## config.mk

```make
export PLATFORM = sky130hd
export DESIGN_NAME = mult_share_ctrl
export DESIGN_NICKNAME = d
export VERILOG_FILES = /design/src/rtl/mult_share_ctrl.sv
export SDC_FILE = /design/constraint.sdc
export NUM_CORES = 1
export LEC_CHECK = 0
export ABC_CLOCK_PERIOD_IN_PS = 1950
export CAP_MARGIN = 20
export CORE_AREA = 2 2 59 61
export CTS_BUF_LIST = sky130_fd_sc_hd__clkbuf_16
export CTS_CLUSTER_SIZE = 25
export DETAILED_ROUTE_END_ITERATION = 8
export DIE_AREA = 0 0 61 63
export PLACE_DENSITY = 0.76
export SYNTH_ARGS = -nofsm -noshare
export SYNTH_HDL_FRONTEND = slang
export SYNTH_SLANG_ARGS = --single-unit
```

## constraint.sdc

```tcl
create_clock -name clk -period 1.95 [get_ports clk]
set_input_delay 0.39 -clock clk [delete_from_list [all_inputs] [get_ports clk]]
set_output_delay 0.39 -clock clk [all_outputs]
set_load 0.02 [all_outputs]
```

## src/rtl/mult_share_ctrl.sv

```systemverilog
// Round-robin sequencer sharing one combinational N x M multiplier between two
// requesters; waits SETTLE cycles for the product, then returns it tagged by ID.
module mult_share_ctrl #(
    parameter int N      = 4,
    parameter int M      = 5,
    parameter int SETTLE = 3
) (
    input  logic           clk,
    input  logic           rst_n,
    input  logic           req0_valid,
    output logic           req0_ready,
    input  logic [N-1:0]   req0_a,
    input  logic [M-1:0]   req0_b,
    input  logic           req1_valid,
    output logic           req1_ready,
    input  logic [N-1:0]   req1_a,
    input  logic [M-1:0]   req1_b,
    output logic [N-1:0]   mult_a,
    output logic [M-1:0]   mult_b,
    input  logic [N+M-1:0] mult_prod,
    output logic           rsp_valid,
    input  logic           rsp_ready,
    output logic [N+M-1:0] rsp_prod,
    output logic           rsp_id,
    output logic           busy
);

    localparam int CW = 4;

    typedef enum logic [1:0] {
        S_IDLE   = 2'd0,
        S_SETTLE = 2'd1,
        S_RESP   = 2'd2
    } state_t;

    state_t           state_reg, state_next;
    logic [CW-1:0]    cnt_reg, cnt_next;
    logic             ptr_reg, ptr_next;
    logic             gid_reg, gid_next;
    logic [N-1:0]     mult_a_reg, mult_a_next;
    logic [M-1:0]     mult_b_reg, mult_b_next;
    logic             rsp_valid_reg, rsp_valid_next;
    logic [N+M-1:0]   rsp_prod_reg, rsp_prod_next;
    logic             rsp_id_reg, rsp_id_next;

    logic [1:0]       req_valid;
    logic [1:0]       req_ready;
    logic [N-1:0]     req_a_arr [2];
    logic [M-1:0]     req_b_arr [2];
    logic             grant_vld;
    logic             grant_id;
    logic             contest;

    assign req_valid    = {req1_valid, req0_valid};
    assign req_a_arr[0] = req0_a;
    assign req_a_arr[1] = req1_a;
    assign req_b_arr[0] = req0_b;
    assign req_b_arr[1] = req1_b;

    // Pointer only breaks ties; a lone requester is granted regardless of it.
    assign contest   = &req_valid;
    assign grant_vld = |req_valid;
    assign grant_id  = contest ? ptr_reg : req_valid[1];

    genvar gi;
    generate
        for (gi = 0; gi < 2; gi++) begin : g_ready
            assign req_ready[gi] = rst_n && (state_reg == S_IDLE) && grant_vld
                                   && (grant_id == 1'(gi));
        end
    endgenerate

    assign req0_ready = req_ready[0];
    assign req1_ready = req_ready[1];

    always_comb begin
        state_next     = state_reg;
        cnt_next       = cnt_reg;
        ptr_next       = ptr_reg;
        gid_next       = gid_reg;
        mult_a_next    = mult_a_reg;
        mult_b_next    = mult_b_reg;
        rsp_valid_next = rsp_valid_reg;
        rsp_prod_next  = rsp_prod_reg;
        rsp_id_next    = rsp_id_reg;
        case (state_reg)
            S_IDLE: begin
                if (grant_vld) begin
                    mult_a_next = req_a_arr[grant_id];
                    mult_b_next = req_b_arr[grant_id];
                    gid_next    = grant_id;
                    cnt_next    = CW'(SETTLE - 1);
                    state_next  = S_SETTLE;
                    if (contest) begin
                        ptr_next = ~ptr_reg;
                    end
                end
            end
            S_SETTLE: begin
                // Operands were applied on the accept edge; product is stable now.
                if (cnt_reg == '0) begin
                    rsp_prod_next  = mult_prod;
                    rsp_id_next    = gid_reg;
                    rsp_valid_next = 1'b1;
                    state_next     = S_RESP;
                end else begin
                    cnt_next = cnt_reg - CW'(1);
                end
            end
            S_RESP: begin
                if (rsp_ready) begin
                    rsp_valid_next = 1'b0;
                    state_next     = S_IDLE;
                end
            end
            default: begin
                state_next = S_IDLE;
            end
        endcase
    end

    always_ff @(posedge clk) begin
        if (!rst_n) begin
            state_reg     <= S_IDLE;
            cnt_reg       <= '0;
            ptr_reg       <= 1'b0;
            gid_reg       <= 1'b0;
            mult_a_reg    <= '0;
            mult_b_reg    <= '0;
            rsp_valid_reg <= 1'b0;
            rsp_prod_reg  <= '0;
            rsp_id_reg    <= 1'b0;
        end else begin
            state_reg     <= state_next;
            cnt_reg       <= cnt_next;
            ptr_reg       <= ptr_next;
            gid_reg       <= gid_next;
            mult_a_reg    <= mult_a_next;
            mult_b_reg    <= mult_b_next;
            rsp_valid_reg <= rsp_valid_next;
            rsp_prod_reg  <= rsp_prod_next;
            rsp_id_reg    <= rsp_id_next;
        end
    end

    assign mult_a    = mult_a_reg;
    assign mult_b    = mult_b_reg;
    assign rsp_valid = rsp_valid_reg;
    assign rsp_prod  = rsp_prod_reg;
    assign rsp_id    = rsp_id_reg;
    assign busy      = (state_reg != S_IDLE);

endmodule

```

# Yosys cells after proc, flatten, opt, wreduce, memory -nomap -nowiden
# Index checks and enable logic that the tools add are counted.
totals:
  output_inout_bits: 23
  ff_bits: 28
  inputBits: 32
op_classes:
  reduce_logical: 17
  order_cmp: 1
  bitwise: 3
  n_eq_ne: 6
  mux: 17
  n_addsub: 1
ops:
  columns: ["op", "count"]
  rows:
  - ["2-to-1 mux 4 bit", 5]
  - ["2-to-1 mux 5 bit", 3]
  - ["AND reduction 3 bit", 3]
  - ["inequality test 2 bit, second input constant", 4]
  - ["case mux 4 bit (2 select lines)", 1]
  - ["2-to-1 mux 2 bit", 3]
  - ["case mux 2 bit (3 select lines)", 1]
  - ["AND reduction 2 bit", 3]
  - ["nonzero test 2 bit", 3]
  - ["logical AND 1 bit", 4]
  - ["logical NOT 4 bit", 1]
  - ["AND reduction 4 bit", 1]
  - ["subtractor 4 x 1 -> 4 bit, second input constant", 1]
  - ["2-to-1 mux 1 bit", 3]
  - ["equality test 2 x 1 -> 1 bit, second input constant", 1]
  - ["equality test 2 bit, second input constant", 1]
  - [">= comparator 2 bit, second input constant", 1]
  - ["logical NOT 2 bit", 1]
  - ["NOT 1 bit", 2]
  - ["NOT 1 -> 2 bit", 1]
  - ["case mux 1 bit (2 select lines)", 1]
  - ["OR reduction 2 bit", 1]

# Logic depth before layout (Yosys ltp)
# Gate-level depths: netlist (run 1).
logic_depth:
  depth_word: 6
  depth_mapped: 6
  mapped_depth_nobuf: 5

# Least setup slack after synthesis (run 1)
# Ideal clock, no wire load.
synth_timing:
  path_type: "flip-flop to flip-flop"
  start: "register cnt_reg[0]"
  end: "register cnt_reg[1]"
  stages_incl_launch_ff: 6
  synth_period_minus_slack_ps: 1444
  arrival_time_ps: 1322
  path_buffers: 0
  setup_time_ps: 122
  path_slack_ps: 506
  cell_sequence: "dfxtp_1 inv_1 ha_1 nor3b_1 o221ai_1 o311a_1"
synth_between:
  elab_chain_len: 3
  word_cells_on_any_way: 6
  cone_classes: "add/sub (1); eq/ne (1); mux (2); reduce/logical (2)"
synth_rtl:
  columns: ["item", "line", "source"]
  rows:
  - ["from (decl)", "37", "logic [CW-1:0] cnt_reg, cnt_next;"]
  - ["from (signal assigned)", "135", "cnt_reg <= cnt_next;"]
  - ["subtractor 4 x 1 -> 4 bit / logical NOT 4 bit (equally long branches)", "107, 101", null]
  - ["2-to-1 mux 4 bit / inequality test 2 bit (equally long branches)", null, null]
  - ["case mux 4 bit (2 select lines) / AND reduction 3 bit (equally long branches)", null, null]
# Parallel ways exist; a longest one is shown, timed or not. The select of a mux whose other input is x is not followed.
# A chain may end at the register's enable or synchronous reset.

# Worst setup path in the final report (run 1)
layout_timing:
  start: "input port req0_valid"
  end: "output port req0_ready"
layout_between:
  elab_chain_len: 4
  word_cells_on_any_way: 6
  cone_classes: "mux (1); bitwise (1); reduce/logical (4)"
layout_rtl:
  columns: ["item", "line", "source"]
  rows:
  - ["from (decl)", "10", "input logic req0_valid,"]
  - ["AND reduction 2 bit", "61", "assign contest = &req_valid;"]
  - ["2-to-1 mux 1 bit", "63", "assign grant_id = contest ? ptr_reg : req_valid[1];"]
  - ["NOT 1 bit", "69", "&& (grant_id == 1'(gi));"]
  - ["logical AND 1 bit (*)", "69", null]
  - ["to (decl)", "11", "output logic req0_ready,"]
# Every way passes the cells marked *; elsewhere a longest branch is shown, timed or not.

==> results of run 1 <==
[placed cells by master, fill, tap and decap left out, types with 2 or more instances in the layout]
master,count
o21bai_1,2
and3_1,9
and4bb_2,2
o311a_1,2
o21ai_0,12
and2_1,3
clkbuf_16,3
nand3_1,10
a221o_1,8
buf_4,10
o221ai_1,2
nand2_1,2
nand3b_1,2
dlymetal6s2s_1,2
clkdlybuf4s50_1,50
inv_1,4
nor2_1,3
dfxtp_1,28
a21boi_0,13
[logic make-up after synthesis]
logic type      count (synthesis)  synth area share [%]
simple gates                   42                 21.59
xor+xnor                        1                0.6932
buf+inv                        13                 4.653
fa+ha+maj                       1                0.9899
flops                          28                 44.36
compound gates                 47                 27.72
[worst min-delay path by stage]
stage	slack, ns	depth (start not counted)	startpoint	endpoint
after global placement	0.43	1	gid_reg	gid_reg
after detailed placement	0.44	1	gid_reg	gid_reg
after floorplan	0.43	1	gid_reg	gid_reg
after global routing	0.44	2	rst_n	ptr_reg
after CTS	0.46	1	gid_reg	gid_reg
final	0.42	2	rst_n	ptr_reg
[power groups by stage]
stage | clock [W] | combinational (W) | sequential [W]
after floorplan | 0 | 0.000208 | 0.000740
after global placement | 0 | 0.000487 | 0.000684
after detailed placement | 0 | 0.000498 | 0.000686
after CTS | 0.000613 | 0.000499 | 0.000674
after global routing | 0.000635 | 0.000540 | 0.000682
final | 0.000598 | 0.000495 | 0.000674
[stage by stage]
| step | setup slack (ns) | total power [W] |
|---|---|---|
| 5_1_grt | 0.008158 | 0.001856 |
| 3_5_place_dp | -0.3131 | 0.001185 |
| 4_1_cts | 0.009311 | 0.001787 |
| 6_report | 0.05074 | 0.001767 |
| 2_1_floorplan | 0.5063 | 0.0009479 |
| 3_3_place_gp | -0.2810 | 0.001171 |
[worst max-delay path: stages]
cell	delay, ns
clkdlybuf4s50_1	0.50
and4bb_2	0.25
and2_1	0.12
clkdlybuf4s15_2	0.25
[per-layer routing]
layer	share of wire [%]	track usage, %	vias to the layer above
met4	1.2	4.891	0
met1	44	22.22	571
met2	49	31.05	42
met5	0	0	-
li1	-	-	620
met3	4.9	3.313	4
[layout make-up]
cell class	count	area (um2)
Clock buffer	3	75.07
Tap cell	46	57.56
Inverter	5	18.77
Sequential cell	28	560.5
Clock inverter	1	30.03
Multi-Input combinational cell	91	644.4
Fill cell	279	1224
Timing Repair Buffer	64	621.8
==> metrics.cfg, run 1 <==
[power_and_ir_drop]
p_leak_nw=0.8071
comb_power_share_pct=28.0
internal-power_w=0.001306
clockPowerShare_pct=33.8
switchingPower_w=0.0004609
powerDensity_nw_per_um2=880.0
p_seq_share_pct=38.2
netSwitchingFraction_pct=26.08
irDropWorstVdd_mv=0.4899

[setup_path]
crit_start=req0_valid
reg2reg_depth=6
timing.rr.end=cnt_reg[1]
critPathKind=in -> out
cp-start-kind=input port
crit_fanout=3
critPathCaptureType=primary output
r2r_slack_ns=0.48
required_ns=1.56
worstPathArrival_ns=1.51
r2r-start=cnt_reg[0]
critPathCapture=req0_ready

[cells_and_area]
stdcell_area_um2=2008
final_cells=238
final_util_pct=62.14
antenna_cells=0
layout.nets=226
largest_reg_flops=9
drive_gt1_share_pct=11.46
syn_to_final_growth_pct=58.91

[sta]
setup_tns_ns=0
min_period_ns=1.899
hold_viol=0
finalClockSkew_ns=0.002604
worstMarginPinSlew_ns=0.6695
slew_headroom_pct=55.20
drv_slew=0
setup_viol=0
rsz0062_at_grt=false
final.period_utilization_pct=97.40
hold_slack_ns=0.4234
timing.fmax_mhz=526.5

[floorplan]
fp.dieW_um=61
ioPinCount=55
std_cell_rows=21
core_um2=3232
die_area_um2=3843
start_util_pct=39.10
fp.dieH_um=63

[placed_design]
port_buffers=54
dp.cells=234
post_dp_cell_area_um2=1897
place.gp.congestion=0.7452
dp_hpwl_um=2514

[clocking]
path_clk_slew_ns=0.07
post-cts-setup-buffer-count=0
htree_levels=1
cts_root_buf=clkbuf_16
clock-sinks=28
insertion_delay_ns=0.26
cts_buffer_depth=2
post_cts_resized=4
cts_buffers=3
cts_tree=built
cts_hold_buf=0

[logic_synthesis]
yosys_warnings=0
synth_edf_count=0
yosysTopAreaCellShare_pct=44.36
syn_avg_cell_area_um2=9.574
synth-seq-area-share_pct=44.36
yosys.area.top_type=dfxtp_1
synth.distinct_cells=40
async_reset_ff_share_pct=0
yosysMostFrequentCell=dfxtp_1
synth_fp_nets=165
yosys_register_bits=28
synthCells=132
synth_flop_cell=dfxtp_1
synth_area_leaders=dfxtp_1, a21boi_0, a221o_1, o21ai_0, and3_1
yosys-top-cells-count=dfxtp_1, a21boi_0, o21ai_0, nand3_1, and3_1
syn_area_um2=1264

[global_route]
grt-ovfl-total=0
grt_antenna_before_repair=0
grt_pass1_vias=1204
grt_pass1_wl_um=5361
grt_start_max_net_pins=20
track_usage_pct=17.98

[detailed_routing]
dr_total_vias=1237
vias_per_cell=5.197
wirelength_um=3271
wl_per_cell_um=13.74
drcViolationCount=0
drtAntennaViolNets=0
first_iter_violations=66
firstDrtPassIters=4

[hold_path]
hold_path_class=in -> reg

[job]
cap_violations=0

[status]
status=completed

Note: power is estimated with default switching activity, not from simulation.
==> run 2, diff against run 1 <==
- CTS_BUF_LIST: sky130_fd_sc_hd__clkbuf_16 -> sky130_fd_sc_hd__clkbuf_4 sky130_fd_sc_hd__clkbuf_8 sky130_fd_sc_hd__clkbuf_16
==> run 2 against run 1 <==
  * Power shrank 13%
  * Hold slack lost 0.067 ns
  * Final cell count is the same
  * Critical path depth is the same
  * Largest cell class unchanged
  * Highest routed layer unchanged
==> metrics.cfg, run 2 (synthesis results as in run 1) <==
[status]
status=completed

[hold_path]
hold_path_class=in -> reg

[power_and_ir_drop]
switchingPower_w=0.0004381  ; -4.9%
clockPowerShare_pct=24.3  ; -9.5 points
power.total_w=0.001544  ; -13%
p_seq_share_pct=43.7  ; +5.5 points
p_leak_nw=0.7844  ; -2.8%
powerDensity_nw_per_um2=789.0  ; -10%
irDropWorstVdd_mv=0.3424  ; -30%
netSwitchingFraction_pct=28.38  ; +2.3 points
comb_power_share_pct=32.0  ; +4.0 points
internal-power_w=0.001106  ; -15%

[cells_and_area]
drive_gt1_share_pct=11.98  ; +0.52 points
antenna_cells=0  ; unchanged
syn_to_final_growth_pct=54.85
stdcell_area_um2=1957  ; -2.6%
layout_commonest_cell=clkdlybuf4s50_1
layout.nets=226  ; unchanged
largest_reg_flops=9  ; unchanged
num-fill-cells=286  ; +2.5%
final_cell_mix=clkdlybuf4s50_1, dfxtp_1, a21boi_0

[detailed_routing]
wirelength_um=3232  ; -1.2%
drcViolationCount=0  ; unchanged
first_iter_violations=68  ; +3.0%
dr_total_vias=1234  ; -0.24%
vias_per_cell=5.185  ; -0.24%
firstDrtPassIters=4  ; unchanged
drtAntennaViolNets=0  ; unchanged
wl_per_cell_um=13.58  ; -1.2%

[floorplan]
ioPinCount=55  ; unchanged
std_cell_rows=21  ; unchanged
start_util_pct=39.10  ; unchanged
core_um2=3232  ; unchanged
fp.dieH_um=63  ; unchanged
fp.dieW_um=61  ; unchanged
die_area_um2=3843  ; unchanged

[sta]
slew_headroom_pct=56.22  ; +1.0 points
rsz0062_at_grt=false
setup_viol=0  ; unchanged
final.period_utilization_pct=97.32  ; about the same
finalClockSkew_ns=0.001054  ; -0.001550 ns
drv_slew=0  ; unchanged
hold_slack_ns=0.3564  ; -0.06704 ns
timing.fmax_mhz=526.9  ; about the same
setup_ws_ns=0.05222  ; +0.001482 ns
hold_viol=0  ; unchanged
min_period_ns=1.898  ; -0.001482 ns
worstMarginPinSlew_ns=0.6542  ; -0.01523 ns

[clocking]
post_cts_resized=5  ; +1
cts_tree=built
cts_root_buf=clkbuf_4
post-cts-setup-buffer-count=0  ; unchanged
insertion_delay_ns=0.32  ; +0.06 ns
path_clk_slew_ns=0.15  ; +0.08 ns
cts_buffers=3  ; unchanged
clock-sinks=28  ; unchanged
htree_levels=1  ; unchanged
cts_hold_buf=0  ; unchanged
cts_buffer_depth=2  ; unchanged

[placed_design]
place_ws_ns=-0.3131  ; unchanged
place.gp.congestion=0.7452  ; unchanged
post_dp_cell_area_um2=1897  ; unchanged
port_buffers=54  ; unchanged
dp_hpwl_um=2514  ; unchanged

[global_route]
grt_pass1_wl_um=5326  ; -0.65%
grt_pass1_vias=1217  ; +1.1%
met1_usage_pct=21.46  ; -0.77 points
met2_usage_pct=31.18  ; +0.13 points
grt-ovfl-total=0  ; unchanged
grt_start_max_net_pins=20  ; unchanged
grt_antenna_before_repair=0  ; unchanged
track_usage_pct=17.66  ; -0.33 points
use_met3_pct=2.692  ; -0.62 points
busiest_layer=met2

[setup_path]
critPathKind=in -> out
required_ns=1.56  ; about the same
cp-start-kind=input port
critPathCaptureType=primary output
worstPathArrival_ns=1.51  ; about the same
r2r_slack_ns=0.47  ; about the same
crit_fanout=3  ; unchanged

[job]
cap_violations=0  ; unchanged

[run 2: per-stage QoR]
stage	utilization, %	std cells	setup TNS, ns
after floorplan	-	132	0
after global placement	58.69	234	-0.4926
after detailed placement	58.69	234	-0.5506
after CTS	60.36	238	0
after global routing	60.55	238	0
final	60.55	238	0
[run 2: power groups by stage]
stage	clock network, W	registers, W	logic (W)
CTS	0.000384	0.000675	0.000499
detailed placement	0	0.000686	0.000498
global placement	0	0.000684	0.000487
floorplan	0	0.000740	0.000208
finish	0.000375	0.000675	0.000495
global route	0.000410	0.000683	0.000540
[run 2: area by class of cell]
cell class / count / area (um2) / share of cell area [%]
multi-input cells: 91 / 644.4 / 32.93
repair buffers: 64 / 621.8 / 31.78
flip-flops and latches: 28 / 561.8 / 28.71
clock buffers: 3 / 22.52 / 1.151
well taps: 46 / 57.56 / 2.941
inverters: 5 / 18.77 / 0.9591
clock inverters: 1 / 30.03 / 1.535
[run 2: critical path, stage by stage]
cell             delay, ns
clkdlybuf4s50_1       0.49
and4bb_2              0.25
and2_1                0.12
clkdlybuf4s15_2       0.25
[run 2: path summary, 6_finish.rpt]
path | start | end | cells after the start
setup / recovery | req0_valid | req0_ready | 4
hold / removal | rst_n | ptr_reg | 2
setup reg to reg | cnt_reg[0] | cnt_reg[1] | 6
hold reg to reg | gid_reg | gid_reg | 1
[run 2: metal layers]
metal / up-vias / share of wire, %
li1: 622 / -
met1: 575 / 44
met2: 33 / 50
met3: 4 / 4.1
met4: 0 / 1.4
met5: - / 0
==> run 3, diff against run 2 <==
- GPL_TIMING_DRIVEN: not set -> 0
==> run 3 against run 2 <==
  * Die area unchanged
  * Sequential power rose by 0.9%
  * Clock skew rose by 0.0030 ns
  * Non-clock buffer count shrank 1
  * Register-to-register slack lost 0.25 ns
  * Core utilization decreased by 1.9 points
  * Sequential cell count unchanged
  * Power down 7.1%
  * Maximum frequency increased by 3.7%
  * Critical path depth stayed put
  * Global-route usage grew 0.25 points
  * Wire length rose by 2.9%
==> metrics.cfg, run 3 (synthesis results as in run 1) <==
[status]
status=completed

[detailed_routing]
dr_total_vias=1263  ; +2.4%
first_iter_violations=59  ; -13%
vias_per_cell=5.329  ; +2.8%
wl_per_cell_um=14.03  ; +3.3%
wl_met3_um=181  ; +35%
wl_met2_um=1585  ; -1.8%
wirelength_um=3325  ; +2.9%
highest_layer=met4
wl_met1_um=1503  ; +4.5%
drtAntennaViolNets=0  ; unchanged
firstDrtPassIters=4  ; unchanged
drcViolationCount=0  ; unchanged

[sta]
rsz0062_at_grt=false
setup_tns_ns=0  ; unchanged
hold_slack_ns=0.4860  ; +0.1296 ns
timing.fmax_mhz=546.3  ; +3.7%
setup_viol=0  ; unchanged
drv_slew=0  ; unchanged
final.period_utilization_pct=93.88  ; -3.4 points
slew_headroom_pct=50.83  ; -5.4 points
min_period_ns=1.831  ; -0.06713 ns
finalClockSkew_ns=0.004073  ; +0.003019 ns
worstMarginPinSlew_ns=0.7359  ; +0.08168 ns
hold_viol=0  ; unchanged

[setup_path]
critPathCaptureType=primary output
critPathKind=in -> out
required_ns=1.56  ; about the same
timing.rr.end=cnt_reg[1]
r2r-start=cnt_reg[0]
reg2reg_depth=5  ; -1
worstPathArrival_ns=1.44  ; -0.07 ns
critPathCapture=req0_ready
crit_start=rst_n
cp-start-kind=input port
r2r_slack_ns=0.22  ; -0.25 ns
crit_fanout=4  ; +1

[power_and_ir_drop]
switchingPower_w=0.0004380  ; about the same
p_leak_nw=0.7422  ; -5.4%
powerDensity_nw_per_um2=756.3  ; -4.2%
netSwitchingFraction_pct=30.54  ; +2.2 points
internal-power_w=0.0009964  ; -9.9%
irDropWorstVdd_mv=0.3108  ; -9.2%
clockPowerShare_pct=19.4  ; -4.9 points
p_seq_share_pct=47.5  ; +3.8 points
comb_power_share_pct=33.2  ; +1.2 points

[global_route]
grt-ovfl-total=0  ; unchanged
grt_pass1_wl_um=5416  ; +1.7%
track_usage_pct=17.90  ; +0.25 points
grt_pass1_vias=1193  ; -2.0%
grt_start_max_net_pins=16  ; -20%
grt_antenna_before_repair=0  ; unchanged

[hold_path]
holdCritStartpoint=gid_reg
hold_path_class=reg -> reg

[clocking]
cts_buffer_depth=2  ; unchanged
cts_tree=built
path_clk_slew_ns=0.14  ; about the same
cts_hold_buf=0  ; unchanged
htree_levels=1  ; unchanged
insertion_delay_ns=0.32  ; about the same
clock-sinks=28  ; unchanged
cts_root_buf=clkbuf_4
cts_buffers=3  ; unchanged

[placed_design]
port_buffers=54  ; unchanged
dp.cells=232  ; -0.85%
dp_hpwl_um=2551  ; +1.5%
place.gp.congestion=0.7359  ; -1.2%

[floorplan]
std_cell_rows=21  ; unchanged
start_util_pct=39.10  ; unchanged
fp.dieH_um=63  ; unchanged
core_um2=3232  ; unchanged
die_area_um2=3843  ; unchanged
ioPinCount=55  ; unchanged
fp.dieW_um=61  ; unchanged

[job]
cap_violations=0  ; unchanged

[cells_and_area]
drive_gt1_share_pct=10.47  ; -1.5 points
antenna_cells=0  ; unchanged
final_cell_mix=clkdlybuf4s50_1, dfxtp_1, a21boi_0
layout.nets=225  ; -0.44%
layout_commonest_cell=clkdlybuf4s50_1
largest_reg_flops=9  ; unchanged
syn_to_final_growth_pct=50.10
final_cells=237  ; -0.42%

## run 3: cell types whose count changed in the layout (fill, tap and decap cells not counted), moves of 2 or more
cell,before,now
buf_2,0,4
buf_4,10,1
clkbuf_1,0,5
dlygate4sd2_1,0,3
dlymetal6s2s_1,2,0
## run 3: critical path, cell delays in order
cell and delay (ns):
clkdlybuf4s50_1 0.52, and4bb_2 0.26, and2_1 0.12, buf_2 0.15
## run 3: per-stage QoR
| step | setup WS [ns] | power (W) | utilization (%) | instance area (um2) |
|---|---|---|---|---|
| after global routing | 0.03491 | 0.001520 | 58.69 | 1897 |
| final | 0.1194 | 0.001434 | 58.69 | 1897 |
| after global placement | -0.4315 | 0.001156 | 57.61 | 1862 |
| after floorplan | 0.5063 | 0.0009479 | - | 1264 |
| after detailed placement | -0.4454 | 0.001174 | 57.61 | 1862 |
| after CTS | 0.02160 | 0.001448 | 58.89 | 1903 |
## run 3: power groups by stage
| stage | combinational [W] | sequential (W) | clock, W |
|---|---|---|---|
| 5_1_grt | 0.000519 | 0.000688 | 0.000312 |
| 2_1_floorplan | 0.000208 | 0.000740 | 0 |
| 3_5_place_dp | 0.000481 | 0.000693 | 0 |
| 4_1_cts | 0.000481 | 0.000681 | 0.000286 |
| 6_report | 0.000476 | 0.000681 | 0.000278 |
| 3_3_place_gp | 0.000469 | 0.000687 | 0 |
## run 3: cell type report
cell class | count | area (um2)
buffer | 8 | 40.04
clock buffer | 4 | 36.28
fill | 315 | 1335
inverter | 5 | 18.77
multi-input combinational | 91 | 646.9
sequential | 28 | 563.0
tap | 46 | 57.56
timing repair buffer | 55 | 534.3
## run 3: worst min path at each step
stage	to	slack, ns	cells past startpoint
6_report	gid_reg	0.49	1
5_1_grt	gid_reg	0.50	1
2_1_floorplan	gid_reg	0.43	1
3_3_place_gp	gid_reg	0.43	1
4_1_cts	gid_reg	0.49	1
3_5_place_dp	gid_reg	0.45	1
## run 3: per-layer routing
| layer | track usage (%) | up-vias |
|---|---|---|
| li1 | - | 623 |
| met1 | 23.24 | 588 |
| met2 | 29.84 | 46 |
| met3 | 3.106 | 6 |
| met4 | 4.891 | 0 |
| met5 | 0 | - |
## run 3: timing repair
| action | CTS | global route |
|---|---|---|
| resized for setup | 13 | 1 |
| endpoints found under the setup margin | 3 | 1 |
| buffers inserted | 1 | 0 |
| hold endpoints to repair | 0 | 0 |
